### src/rtl/bcd_pkg.sv
// ============================================================================
// Module : bcd_pkg
// Shared state encoding and digit constants for the sequential BCD converter.
// Rev    : 1.0
// ============================================================================
`default_nettype none

package bcd_pkg;

    typedef enum logic [1:0] {
        ST_IDLE  = 2'd0,
        ST_SHIFT = 2'd1,
        ST_DONE  = 2'd2
    } bcd_state_t;

    localparam int DIGIT_W    = 4;
    localparam int ADJ_THRESH = 5;
    localparam int ADJ_ADD    = 3;

endpackage

`default_nettype wire

### src/rtl/bcd_add3.sv
// ============================================================================
// Module : bcd_add3
// Double-dabble digit correction: adds 3 to a BCD digit that is 5 or more.
// Rev    : 1.0
// ============================================================================
`default_nettype none

module bcd_add3
    import bcd_pkg::*;
(
    input  logic [DIGIT_W-1:0] din_i,
    output logic [DIGIT_W-1:0] dout_o
);

    always_comb begin
        dout_o = din_i;
        if (din_i >= DIGIT_W'(ADJ_THRESH)) begin
            dout_o = din_i + DIGIT_W'(ADJ_ADD);
        end
    end

endmodule

`default_nettype wire

### src/rtl/seq_bin_to_bcd.sv
// ============================================================================
// Module : seq_bin_to_bcd
// Sequential shift-and-add-3 binary to BCD converter with sticky overflow.
// Optional leading-zero mask enabled by macro SEQ_BIN_TO_BCD_BLANK_EN.
// Rev    : 1.0
// ============================================================================
`default_nettype none

module seq_bin_to_bcd
    import bcd_pkg::*;
#(
    parameter int BIN_W  = 14,
    parameter int DIGITS = 5
)
(
    input  logic                        clk,
    input  logic                        reset,
    input  logic                        start,
    input  logic [BIN_W-1:0]            binary,
    output logic                        busy,
    output logic                        done,
    output logic [DIGIT_W*DIGITS-1:0]   bcd,
    output logic                        overflow,
    output logic [DIGITS-1:0]           blank
);

    localparam int                BCD_W     = DIGIT_W * DIGITS;
    localparam int                CNT_W     = $clog2(BIN_W + 1);
    localparam logic [CNT_W-1:0]  LAST_CNT  = CNT_W'(BIN_W - 1);
    localparam logic [BCD_W-1:0]  ALL_NINES = {DIGITS{4'h9}};

    bcd_state_t         state_q, state_d;
    logic [BIN_W-1:0]   shreg_q, shreg_d;
    logic [BCD_W-1:0]   work_q, work_d;
    logic [BCD_W-1:0]   w_adj;
    logic [CNT_W-1:0]   cnt_q, cnt_d;
    logic               sticky_q, sticky_d;
    logic [BCD_W-1:0]   bcd_q, bcd_d;
    logic               ovf_q, ovf_d;
    logic               load_res;

    for (genvar g = 0; g < DIGITS; g++) begin : g_adj
        bcd_add3 u_add3 (
            .din_i  (work_q[g*DIGIT_W +: DIGIT_W]),
            .dout_o (w_adj[g*DIGIT_W +: DIGIT_W])
        );
    end

    always_comb begin
        state_d  = state_q;
        shreg_d  = shreg_q;
        work_d   = work_q;
        cnt_d    = cnt_q;
        sticky_d = sticky_q;
        load_res = 1'b0;
        unique case (state_q)
            ST_IDLE: begin
                if (start) begin
                    state_d  = ST_SHIFT;
                    shreg_d  = binary;
                    work_d   = '0;
                    cnt_d    = '0;
                    sticky_d = 1'b0;
                end
            end
            ST_SHIFT: begin
                // A 1 leaving the top digit means the value needs more digits.
                shreg_d  = {shreg_q[BIN_W-2:0], 1'b0};
                work_d   = {w_adj[BCD_W-2:0], shreg_q[BIN_W-1]};
                sticky_d = sticky_q | w_adj[BCD_W-1];
                cnt_d    = cnt_q + 1'b1;
                if (cnt_q == LAST_CNT) begin
                    state_d  = ST_DONE;
                    load_res = 1'b1;
                end
            end
            ST_DONE: begin
                state_d = ST_IDLE;
            end
            default: begin
                state_d = ST_IDLE;
            end
        endcase
    end

    // Results are captured from the final shift so they are valid throughout DONE.
    always_comb begin
        bcd_d = bcd_q;
        ovf_d = ovf_q;
        if (load_res) begin
            ovf_d = sticky_d;
            bcd_d = sticky_d ? ALL_NINES : work_d;
        end
    end

    always_ff @(posedge clk) begin
        if (reset) begin
            state_q  <= ST_IDLE;
            shreg_q  <= '0;
            work_q   <= '0;
            cnt_q    <= '0;
            sticky_q <= 1'b0;
            bcd_q    <= '0;
            ovf_q    <= 1'b0;
        end else begin
            state_q  <= state_d;
            shreg_q  <= shreg_d;
            work_q   <= work_d;
            cnt_q    <= cnt_d;
            sticky_q <= sticky_d;
            bcd_q    <= bcd_d;
            ovf_q    <= ovf_d;
        end
    end

`ifdef SEQ_BIN_TO_BCD_BLANK_EN
    localparam logic [DIGITS-1:0] BLANK_RST = ~(DIGITS'(1));

    logic [DIGITS-1:0] blank_q, blank_d;
    logic              lead_zero;

    // Walk from the most significant digit down; the units digit never blanks.
    always_comb begin
        blank_d   = blank_q;
        lead_zero = 1'b1;
        if (load_res) begin
            blank_d   = '0;
            lead_zero = ~sticky_d;
            for (int i = DIGITS - 1; i >= 1; i--) begin
                lead_zero  = lead_zero & (work_d[i*DIGIT_W +: DIGIT_W] == '0);
                blank_d[i] = lead_zero;
            end
        end
    end

    always_ff @(posedge clk) begin
        if (reset) begin
            blank_q <= BLANK_RST;
        end else begin
            blank_q <= blank_d;
        end
    end

    assign blank = blank_q;
`else
    assign blank = '0;
`endif

    assign busy     = (state_q == ST_SHIFT);
    assign done     = (state_q == ST_DONE);
    assign bcd      = bcd_q;
    assign overflow = ovf_q;

endmodule

`default_nettype wire

### config.mk
export PLATFORM = sky130hd
export DESIGN_NAME = seq_bin_to_bcd
export DESIGN_NICKNAME = d
export VERILOG_FILES = /design/src/rtl/bcd_pkg.sv /design/src/rtl/bcd_add3.sv /design/src/rtl/seq_bin_to_bcd.sv
export SDC_FILE = /design/constraint.sdc
export NUM_CORES = 1
export LEC_CHECK = 0
export BUFFER_PORTS_ARGS = -buffer_cell sky130_fd_sc_hd__buf_4
export CAP_MARGIN = 5
export CORE_AREA = 8 8 108 110
export DETAILED_ROUTE_END_ITERATION = 7
export DIE_AREA = 0 0 116 118
export SLEW_MARGIN = 20
export SYNTH_ARGS = -nofsm -noshare
export SYNTH_HDL_FRONTEND = slang
export SYNTH_SLANG_ARGS = --single-unit
export TNS_END_PERCENT = 50
### constraint.sdc
create_clock -name clk -period 4.5 [get_ports clk]
set_input_delay 0.225 -clock clk [delete_from_list [all_inputs] [get_ports clk]]
set_output_delay 0.225 -clock clk [all_outputs]
set_load 0.02 [all_outputs]
## Word level (Yosys, flattened, before mapping)

Index checks and enable logic that the tools add are counted.

- Add/sub/neg operators: 6
- Bitwise gates (word level): 1
- Multiplexer cells: 19
- Magnitude comparators: 5
- Reduce and logical (&&, ||, !) cells: 4
- Equality and inequality tests: 5

Operator list:

| operator | number |
|---|---|
| $mux W20 | 2 |
| $pmux W20 S2 | 1 |
| $pmux W14 S2 | 1 |
| $mux W4 | 6 |
| $add A4 B2 Y4 const B | 5 |
| $ge A4 B3 Y1 const B | 5 |
| $mux W14 | 1 |
| $pmux W4 S2 | 1 |
| $add A4 B1 Y4 const B | 1 |
| $eq A4 B4 Y1 const B | 1 |
| $mux W2 | 2 |
| $pmux W2 S2 | 1 |
| $reduce_and A2 Y1 | 2 |
| $mux W1 | 3 |
| $eq A2 B1 Y1 const B | 1 |
| $eq A2 B2 Y1 const B | 1 |
| $logic_not A2 Y1 | 1 |
| $ne A2 B1 Y1 const B | 1 |
| $ne A2 B2 Y1 const B | 1 |
| $pmux W1 S2 | 1 |
| $reduce_bool A2 Y1 | 1 |
| $or A1 B1 Y1 | 1 |

- Flip-flop bits (word level): 62
- Output and inout port bits: 28
- Logic and storage cells: 47
- Bits of input ports: 17

## Depth between registers and ports, before layout

Gate-level depths: netlist of run 1.

- Depth in word-level cells: 5
- Gate-level depth with buffers: 8
- Mapped depth without buffers: 7

## Cells and area by module

From an unflattened synthesis of run 1, not the netlist that was laid out.

- Cells, all modules: 326
- Area, all modules: 3010.4 um^2

Modules (own cells, without submodules):

| module | cells each | sequential area each (um^2) | instances | area an instance (um^2) |
|---|---|---|---|---|
| seq_bin_to_bcd | 246 | 1241.2 | 1 | 2503.7 |
| bcd_add3 | 16 | 0.0 | 5 | 101.3 |

## Least setup slack after synthesis of run 1

No wires, ideal clock.

- Path type: reg2reg
- From: register work_q[16]
- To: register bcd_q[3] (netlist: bcd[3])
- Path buffers: 2
- Cell stages (with the launch flop): 9
- Required time: 4.419 ns
- Data arrival time: 1.770 ns
- Setup slack: 2.649 ns
- Setup time: 0.081 ns
- Period minus slack after synthesis: 1.851 ns
- Path through: dfxtp_1 -> inv_1 -> ha_1 -> nand2b_1 -> or3b_4 -> and4b_1 -> buf_6 -> buf_8 -> a211oi_2

- Longest elaborated chain between the ends: 5
- Elaborated cells between the ends (all ways): 6
- Classes of those cells: add/sub: 1; order compare: 1; mux: 3; bitwise: 1

RTL lines:

| item | line | RTL |
|---|---|---|
| from (decl) | seq_bin_to_bcd.sv:34 | `logic [BCD_W-1:0] work_q, work_d;` |
| from (signal assigned) | seq_bin_to_bcd.sv:108 | `work_q <= work_d;` |
| $add A4 B2 Y4 or $ge A4 B3 Y1 (tied branches) | bcd_add3.sv:18, bcd_add3.sv:17 |  |
| $mux W4 (*) | bcd_add3.sv:17 | `if (din_i >= DIGIT_W'(ADJ_THRESH)) begin` |
| $or A1 B1 Y1 (*) | seq_bin_to_bcd.sv:70 | `sticky_d = sticky_q \| w_adj[BCD_W-1];` |
| $pmux W1 S2 (*) | seq_bin_to_bcd.sv:56 | `unique case (state_q)` |
| $mux W20 (*) | seq_bin_to_bcd.sv:92 | `bcd_d = sticky_d ? ALL_NINES : work_d;` |
| to (signal assigned) | seq_bin_to_bcd.sv:103 | `bcd_q <= '0;` |
| to (signal assigned) | seq_bin_to_bcd.sv:111 | `bcd_q <= bcd_d;` |
| to (decl) | seq_bin_to_bcd.sv:38 | `logic [BCD_W-1:0] bcd_q, bcd_d;` |

Every way passes the cells marked *; elsewhere a longest branch is shown, timed or not.
A chain may end at the register's enable or synchronous reset.

## Final worst setup path of run 1

- From: register cnt_q[0]
- To: register bcd_q[11] (netlist: bcd[11])

- Longest elaborated chain between the ends: 3

RTL lines:

| item | line | RTL |
|---|---|---|
| from (decl) | seq_bin_to_bcd.sv:36 | `logic [CNT_W-1:0] cnt_q, cnt_d;` |
| from (signal assigned) | seq_bin_to_bcd.sv:109 | `cnt_q <= cnt_d;` |
| $eq A4 B4 Y1 | seq_bin_to_bcd.sv:72 | `if (cnt_q == LAST_CNT) begin` |
| $mux W1 | seq_bin_to_bcd.sv:72 |  |
| $mux W1 | seq_bin_to_bcd.sv:56 |  |

Every way passes these cells.

==> impl_metrics.tcl, run 1 <==
set metrics [dict create \
    status "finished, final reports clean" \
    hold_viol 0 \
    globalplace.congestion 0.714 \
    drv_slew 0 \
    grt_pass1_vias 2340 \
    core-area_um2 10000 \
    synth_compound_area_share_pct 27.7 \
    post-place-ws_ns 1.93 \
    wl_mm 7.51 \
    grt_usage_pct 11.2 \
    worstMarginPinSlew_ns 0.877 \
    irDropWorstVdd_mv 0.164 \
    initial_core_util_pct 29.3 \
    fin_skew_ns 0.00399 \
    std_cell_rows 37 \
    antenna_found_initial 0 \
    synthSimpleGateAreaFrac_pct 15.9 \
    r2r_cells 5 \
    rsz0062_at_grt "no" \
    fin_crit_sh_pct 57.1 \
    hp-class "input port to flop" \
    dieArea_um2 13700 \
    layout.nets 386 \
    synth-seq-area-share_pct 42.3 \
    htreeDepth 3 \
    reg2reg_from "cnt_q[0]$_SDFFE_PP0P_" \
    synth_edf_count 0 \
    synthAdderAreaFrac_pct 5.12 \
    crit_arrival_ns 2.74 \
    synth.largest_area_cell "dfxtp_1" \
    dp_hpwl_mm 5.16 \
    timing.setup.tns_ns 0 \
    cts_sinks 62 \
    hold-path-endpoint "shreg_q[8]$_SDFFE_PP0P_" \
    drt_iter0_drc 143 \
    post_cts_buffers 0 \
    setup_slack_ns 1.93 \
    path_class "flop to flop" \
    endpoint_kind "flop" \
    required_ns 4.67 \
    yosys.cell_count.top_type "dfxtp_1" \
    yosysUniqueCellTypes 43 \
    min_path_cells 3 \
    drive_above_1_share_pct 19.1 \
    n_antenna_cell 0 \
    stdcell_area_um2 3450 \
    synthTopCellsByCount "dfxtp_1 (62), nor2_1 (41), inv_1 (26)" \
    setup_viol 0 \
    areaGrowthSynthToFinish_pct 17.7 \
    dieHeight_um 118 \
    fp.dieW_um 116 \
    finalPower_w 0.00108 \
    start_kind "flop" \
    yosys_warnings 0 \
    yosys-top-cells-area "dfxtp_1 (42%), nor2_1 (5.2%), ha_1 (5.1%), a221oi_1 (3.6%), o21ai_0 (3.4%)" \
    grt_max_degree 62 \
    synth_area_per_cell_um2 8.97 \
    p_leak_nw 1.27 \
    cp_max_fo 14 \
    synth_cells 327 \
    cts-buffers-inserted 9 \
    grt_pass1_wl_mm 12.2 \
    r2r_slack_ns 1.93 \
    port_buffers 39 \
    pin_count 45 \
    synth_top_family_by_area "compound AO/OA/AOI/OAI gates" \
    period_needed_ns 2.57 \
    cts.clk_slew.worst_paths_ns 0.06 \
    drv_cap 0 \
    grt-ovfl-total 0 \
    postCtsHoldBufs 0 \
    num_vias 2474 \
    route.detailed.drc 0 \
    async_flop_share_pct 0 \
    first_pass_iters 4 \
    slew_headroom_pct 41.3 \
    synth_mux_area_share_pct 0.683 \
    clock_latency_ns 0.33 \
    synthXorXnorAreaFrac_pct 0 \
    synth_area_um2 2930 \
    synth_top_cell_area_share_pct 42.3 \
    cts_resized 0 \
    fmax_mhz 389 \
    placed_area_um2 3280 \
    wl_per_cell_um 15.1 \
    ant_nets 0 \
    min_from "binary[8]" \
    max-clock-path-buffers 2 \
    cts_root_buffer "clkbuf_8" \
    via_per_inst 4.98 \
    p_per_area_nw_per_um2 312 \
    cts_tree "yes" \
    synth-seq-cells 62 \
    ys_dominant_reg_cell "dfxtp_1" \
    r2r_end "bcd[11]$_SDFFE_PP0P_" \
]
critical path, cell delays in order (launching register included):
cell	delay, ns
dfxtp_1	0.42
ha_1	0.18
nand4_1	0.13
nor2_1	0.70
and4b_1	0.78
a311oi_2	0.20
cell families (layout without fill, tap and decap cells):
family / Yosys count / count (layout)
simple gates: 91 / 91
compound gates: 107 / 107
other cells: 1 / 5
fa+ha+maj: 12 / 12
flops: 62 / 62
buf+inv: 52 / 82
mux: 2 / 2
layer usage:
metal  vias up  GRT usage (%)  share of wire, %
met5         -              0                 0
met4         0           3.73               1.6
met1      1155           14.6                46
li1       1255              -                 -
met2        53           16.7                45
met3        11           3.80               6.5
placed cells by master, fill, tap and decap left out, drive strengths merged, types with 2 or more instances in the layout:
cell / netlist / layout
clkbuf: 11 / 14
o31ai: 4 / 4
and4: 5 / 5
o21ai: 21 / 21
buf: 14 / 40
a22o: 3 / 3
nand3: 4 / 4
nor3: 10 / 10
mux2i: 2 / 2
nor2: 41 / 41
a21oi: 14 / 14
nand2b: 11 / 11
a211oi: 8 / 8
a221oi: 12 / 12
a311oi: 5 / 5
o22ai: 13 / 13
a32o: 8 / 8
a2111oi: 5 / 5
inv: 27 / 27
nand3b: 2 / 2
a22oi: 7 / 7
dfxtp: 62 / 62
a2bb2oi: 5 / 5
nand2: 12 / 12
ha: 12 / 12
conb: 1 / 5
nand4: 2 / 2
sequential cells by signal (all words and copies together), names as in the netlist:
| signal | flops |
|---|---|
| sticky_q | 1 |
| overflow | 1 |
| state_q | 2 |
| cnt_q | 4 |
| shreg_q | 14 |
| bcd | 20 |
| work_q | 20 |
worst max-delay path by stage:
| stage | from | to | cells after the start |
|---|---|---|---|
| after floorplan | work_q[16]$_SDFF_PP0_ | bcd[3]$_SDFFE_PP0P_ | 8 |
| after CTS | cnt_q[0]$_SDFFE_PP0P_ | bcd[11]$_SDFFE_PP0P_ | 5 |
| after detailed placement | cnt_q[0]$_SDFFE_PP0P_ | bcd[11]$_SDFFE_PP0P_ | 5 |
| final | cnt_q[0]$_SDFFE_PP0P_ | bcd[11]$_SDFFE_PP0P_ | 5 |
| after global placement | cnt_q[0]$_SDFFE_PP0P_ | bcd[11]$_SDFFE_PP0P_ | 5 |
| after global routing | cnt_q[0]$_SDFFE_PP0P_ | bcd[11]$_SDFFE_PP0P_ | 5 |
per-stage QoR:
stage	utilization, %	hold WS [ns]	instances
2_1_floorplan	-	0.437	331
3_3_place_gp	32.8	0.457	482
3_5_place_dp	32.8	0.459	482
4_1_cts	34.5	0.245	497
5_1_grt	34.5	0.240	497
6_report	34.5	0.260	497
final cells by class:
class,count,area (um2)
Sequential cell,62,1240
Multi-Input combinational cell,217,1470
Timing Repair Buffer,40,300
Clock buffer,14,163
Fill cell,1087,6550
Tap cell,136,170
Clock inverter,1,5.00
Inverter,27,101
power breakdown:
part | switching [W] | internal [W]
Sequential | 0.00000903 | 0.000562
Combinational | 0.0000516 | 0.0000288
Clock | 0.000198 | 0.000227
Total | 0.000258 | 0.000818
(Power assumes the default switching activity.)
==> run 2, diff against run 1 <==
--- a/config.mk
+++ b/config.mk
@@ -5,11 +5,12 @@
 export SDC_FILE = /design/constraint.sdc
 export NUM_CORES = 1
 export LEC_CHECK = 0
+export ABC_AREA = 1
 export BUFFER_PORTS_ARGS = -buffer_cell sky130_fd_sc_hd__buf_4
 export CAP_MARGIN = 5
-export CORE_AREA = 8 8 108 110
+export CORE_AREA = 8 8 109 111
 export DETAILED_ROUTE_END_ITERATION = 7
-export DIE_AREA = 0 0 116 118
+export DIE_AREA = 0 0 117 119
 export SLEW_MARGIN = 20
 export SYNTH_ARGS = -nofsm -noshare
 export SYNTH_HDL_FRONTEND = slang
==> constraint.sdc (replaced) <==
create_clock -name clk -period 2.3 [get_ports clk]
set_input_delay 0.115 -clock clk [delete_from_list [all_inputs] [get_ports clk]]
set_output_delay 0.115 -clock clk [all_outputs]
set_load 0.02 [all_outputs]
==> impl_metrics.tcl, run 2 <==
set metrics [dict create \
    status "finished, final reports clean" \
    fill_cells 1097 \
    core-area_um2 10100 \
    fin_crit_sh_pct 76.6 \
    hp-class "input port to flop" \
    route.detailed.drc 0 \
    synth.largest_area_cell "dfxtp_1" \
    slowest_delay_ns 0.48 \
    period_needed_ns 1.76 \
    grt_pass1_wl_mm 12.5 \
    required_ns 2.18 \
    timing.setup.tns_ns 0 \
    wl_per_cell_um 13.1 \
    crit_buf_inv 2 \
    drt_iter0_drc 194 \
    pin_count 45 \
    synth_cells 389 \
    max-clock-path-buffers 2 \
    synth_top_cell_area_share_pct 42.0 \
    reg2reg_from "work_q[16]$_SDFF_PP0_" \
    synth_area_per_cell_um2 7.60 \
    via_per_inst 4.76 \
    endpoint_kind "output pin" \
    antenna_found_initial 0 \
    cpMaxStageDelayCell "inv_2" \
    synth_edf_count 0 \
    p_leak_nw 1.54 \
    fp.dieW_um 117 \
    drv_cap 0 \
    ant_nets 0 \
    n_antenna_cell 0 \
    grt_usage_pct 11.2 \
    mostFrequentLayoutCells "dfxtp_1 (62), nand2_1 (53), buf_4 (43)" \
    first_pass_iters 4 \
    cts-buffers-inserted 9 \
    dp_hpwl_mm 5.24 \
    port_buffers 39 \
    dieHeight_um 119 \
    num_vias 2680 \
    async_flop_share_pct 0 \
    synthTopCellsByCount "dfxtp_1 (62), nand2_1 (53), inv_1 (42)" \
    crit_start "state_q[0]$_SDFFE_PP0P_" \
    drive_above_1_share_pct 18.5 \
    p_per_area_nw_per_um2 663 \
    worstMarginPinSlew_ns 0.614 \
    cts_tree "yes" \
    synth-seq-area-share_pct 42.0 \
    wl_mm 7.37 \
    yosysUniqueCellTypes 32 \
    layout.nets 452 \
    cts_sinks 62 \
    yosys-top-cells-area "dfxtp_1 (42%), nand2_1 (6.7%), o21ai_0 (6.4%), nand3_1 (5.8%), a21oi_1 (5.4%)" \
    setup_viol 0 \
    yosys_warnings 0 \
    grt_pass1_vias 2686 \
    post_cts_buffers 0 \
    register_area_um2 1240 \
    crit_arrival_ns 1.65 \
    hold_viol 0 \
    cts_resized 0 \
    globalplace.congestion 0.808 \
    std_cell_rows 37 \
    path_class "flop to output pin" \
    initial_core_util_pct 29.3 \
    rsz0062_at_grt "no" \
    path_delay_family "buffers and inverters" \
    start_kind "flop" \
    multi_input_area_um2 1400 \
    drv_slew 0 \
    fmax_mhz 567 \
    grt-ovfl-total 0 \
    irDropWorstVdd_mv 0.238 \
    min_from "binary[0]" \
    dieArea_um2 13900 \
    post-route-util_pct 35.0 \
    slew_headroom_pct 59.0 \
    yosys.cell_count.top_type "dfxtp_1" \
    postCtsHoldBufs 0 \
    htreeDepth 3 \
    synth_area_um2 2960 \
    cts_root_buffer "clkbuf_8" \
    areaGrowthSynthToFinish_pct 19.6 \
    ys_dominant_reg_cell "dfxtp_1" \
    synth-seq-cells 62 \
    layout_commonest_cell "dfxtp_1" \
    clock_latency_ns 0.34 \
    fin_skew_ns 0.00617 \
    cp_max_fo 33 \
    cp_cell_sequence "nand2_4 -> inv_2 -> buf_4" \
    grt_max_degree 34 \
    cts.clk_slew.worst_paths_ns 0.07 \
]
## run 2: final timing paths
path                             endpoint  slack, ns  cells after the start
setup / recovery                     busy       0.54                      3
hold / removal    shreg_q[0]$_SDFFE_PP0P_       0.01                      3
setup reg to reg      bcd[4]$_SDFFE_PP0P_       0.58                     11
hold reg to reg      bcd[18]$_SDFFE_PP0P_       0.47                      2
## run 2: tightest hold or removal path, stage by stage
cell and delay [ns]:
buf_4 0.08, a21oi_1 0.05, nor2_1 0.07
## run 2: final cells by class
class	instances	share of cell area [%]
Sequential cell	62	35.1
Clock buffer	11	4.28
Inverter	47	5.06
Tap cell	136	4.81
Multi-Input combinational cell	260	39.7
Clock inverter	4	1.98
Timing Repair Buffer	43	9.13
## run 2: cells by family after synthesis
kind of cell / count (synthesis) / share of synthesized area [%]
fa+ha+maj: 12 / 5.08
compound gates: 108 / 20.6
other cells: 1 / 0.127
xor+xnor: 2 / 0.592
flops: 62 / 42.0
buf+inv: 71 / 11.1
simple gates: 133 / 20.5
## run 2: report_power, final
| part | total (W) | internal (W) | switching [W] |
|---|---|---|---|
| Combinational | 0.000155 | 0.0000547 | 0.000100 |
| Sequential | 0.00112 | 0.00110 | 0.0000160 |
| Clock | 0.00107 | 0.000659 | 0.000413 |
| Total | 0.00234 | 0.00182 | 0.000529 |
## run 2: metal layers
| metal | vias to the layer above | wire (um) | track usage (%) |
|---|---|---|---|
| li1 | 1363 | - | - |
| met1 | 1253 | 3180 | 12.6 |
| met2 | 55 | 3640 | 19.0 |
| met3 | 9 | 389 | 2.73 |
| met4 | 0 | 161 | 5.92 |
| met5 | - | 0 | 0 |
## run 2: per-stage QoR
| stage | setup WS (ns) | total power, W | std cells | area (um2) | hold slack, ns |
|---|---|---|---|---|---|
| after floorplan | 0.848 | 0.00126 | 393 | 2970 | 0.257 |
| after global routing | 0.378 | 0.00243 | 563 | 3540 | 0.0240 |
| after global placement | 0.635 | 0.00129 | 548 | 3320 | 0.353 |
| after CTS | 0.542 | 0.00237 | 563 | 3540 | 0.00189 |
| final | 0.537 | 0.00234 | 563 | 3540 | 0.0107 |
| after detailed placement | 0.578 | 0.00130 | 548 | 3320 | 0.361 |
==> run 3, diff against run 2 <==
--- a/config.mk
+++ b/config.mk
@@ -5,12 +5,12 @@
 export SDC_FILE = /design/constraint.sdc
 export NUM_CORES = 1
 export LEC_CHECK = 0
-export ABC_AREA = 1
+export ABC_AREA = 0
 export BUFFER_PORTS_ARGS = -buffer_cell sky130_fd_sc_hd__buf_4
 export CAP_MARGIN = 5
-export CORE_AREA = 8 8 109 111
+export CORE_AREA = 8 8 108 110
 export DETAILED_ROUTE_END_ITERATION = 7
-export DIE_AREA = 0 0 117 119
+export DIE_AREA = 0 0 116 118
 export SLEW_MARGIN = 20
 export SYNTH_ARGS = -nofsm -noshare
 export SYNTH_HDL_FRONTEND = slang
==> constraint.sdc (replaced) <==
create_clock -name clk -period 1.5 [get_ports clk]
set_input_delay 0.075 -clock clk [delete_from_list [all_inputs] [get_ports clk]]
set_output_delay 0.075 -clock clk [all_outputs]
set_load 0.02 [all_outputs]
==> impl_metrics.tcl, run 3 (synthesis results as in run 1) <==
set metrics [dict create \
    met1_usage_pct 14.8 \
    grt_pass1_vias 2676 \
    route.detailed.drc 0 \
    dieHeight_um 118 \
    violations "setup timing" \
    busiest_layer "met2" \
    fmax_mhz 568 \
    cts_tree "yes" \
    hold_viol 0 \
    crit_arrival_ns 2.00 \
    rsz0062_at_grt "yes" \
    wl_mm 8.04 \
    period_needed_ns 1.76 \
    drv_cap 0 \
    htreeDepth 3 \
    reg2reg_from "work_q[16]$_SDFF_PP0_" \
    grt_usage_pct 11.6 \
    cts-buffers-inserted 9 \
    dp_hpwl_mm 5.54 \
    endpoint_kind "flop" \
    start_kind "flop" \
    antenna_found_initial 0 \
    grt_pass1_wl_mm 13.0 \
    path_class "flop to flop" \
    layout_commonest_cell "buf_4" \
    n_antenna_cell 0 \
    cts_root_buffer "clkbuf_8" \
    stdcell_area_um2 4290 \
    fin_skew_ns 0.0115 \
    cts.clk_slew.worst_paths_ns 0.08 \
    holdWs_ns 0.0932 \
    layout.nets 449 \
    grtUsageMet3_pct 2.62 \
    drt_iter0_drc 168 \
    drv_slew 0 \
    required_ns 1.73 \
    first_pass_iters 4 \
    pin_count 45 \
    grt_max_degree 28 \
    num_vias 2807 \
    drive_above_1_share_pct 43.5 \
    wl_per_cell_um 14.3 \
    met2_usage_pct 18.0 \
    r2r_slack_ns -0.26 \
    setup_slack_ns -0.261 \
    finalPower_w 0.00368 \
    ant_nets 0 \
    placed_area_um2 3730 \
    mostFrequentLayoutCells "buf_4 (100), dfxtp_1 (54), nor2_1 (37)" \
    cts_sinks 62 \
    irDropWorstVdd_mv 0.502 \
    clock_latency_ns 0.34 \
    via_per_inst 5.00 \
    p_leak_nw 1.65 \
    status "finished, violations left" \
    setup_viol 23 \
    p_per_area_nw_per_um2 857 \
    hp-class "input port to flop" \
    areaGrowthSynthToFinish_pct 46.3 \
    max-clock-path-buffers 2 \
    cp_max_fo 4 \
    dieArea_um2 13700 \
    min_from "binary[13]" \
    port_buffers 39 \
    fin_crit_sh_pct 117 \
    fp.dieW_um 116 \
    grt-ovfl-total 0 \
    postCtsHoldBufs 0 \
    std_cell_rows 37 \
    min_path_cells 3 \
    initial_core_util_pct 29.3 \
    crit_start "work_q[16]$_SDFF_PP0_" \
    globalplace.congestion 0.786 \
    core-area_um2 10000 \
    r2r_cells 7 \
    post-place-ws_ns -0.233 \
]
## run 3: changes by cell type in the layout (fill, tap and decap cells not counted), moves of 11 or more
cell	change
inv_1	-19
o21ai_0	-23
buf_4	+57
a221oi_1	+11
nand2_1	-41
nand3_1	-30
a21oi_1	-22
## run 3: power breakdown
part	switching [W]	total, W	internal [W]
logic	0.000181	0.000324	0.000142
clock network	0.000671	0.00165	0.000975
registers	0.0000239	0.00171	0.00168
## run 3: path summary, 6_finish.rpt
| path | endpoint |
|---|---|
| max | bcd[18]$_SDFFE_PP0P_ |
| min | shreg_q[13]$_SDFFE_PP0P_ |
| max reg2reg | bcd[18]$_SDFFE_PP0P_ |
| min reg2reg | shreg_q[5]$_SDFFE_PP0P_ |
## run 3: per-stage QoR
stage	utilization, %	instances	setup TNS, ns
6_report	42.9	561	-4.71
2_1_floorplan	-	331	-2.71
3_5_place_dp	37.3	539	-4.29
3_3_place_gp	37.3	539	-3.38
4_1_cts	40.5	557	-4.37
5_1_grt	42.9	561	-6.33
## run 3: what timing repair did
| item | CTS | global route |
|---|---|---|
| resized for setup | 20 | 53 |
| pin swaps | 3 | 17 |
| hold endpoints to repair | 0 | 0 |
| setup buffers | 2 | 4 |
| setup endpoints to repair | 28 | 58 |
## run 3: per-layer routing
layer / part of all wire, % / wire length, um / up-vias
li1: - / - / 1388
met1: 45 / 3650 / 1366
met2: 50 / 3990 / 43
met3: 3.1 / 246 / 10
met4: 1.9 / 155 / 0
met5: 0 / 0 / -
## run 3: cell type report
cell class	count	area [um2]
clock buffers	10	138
clock inverters	6	85.1
fillers	985	5710
inverters	27	111
multi-input cells	217	1740
flip-flops and latches	62	1260
well taps	136	170
repair buffers	103	788
## run 3: critical path, stage by stage, from the launching register on
cell and delay, ns:
dfxtp_4 0.39, inv_4 0.05, ha_4 0.16, nand2b_4 0.08
or3b_4 0.38, and4b_2 0.25, buf_6 0.13, a32o_1 0.23
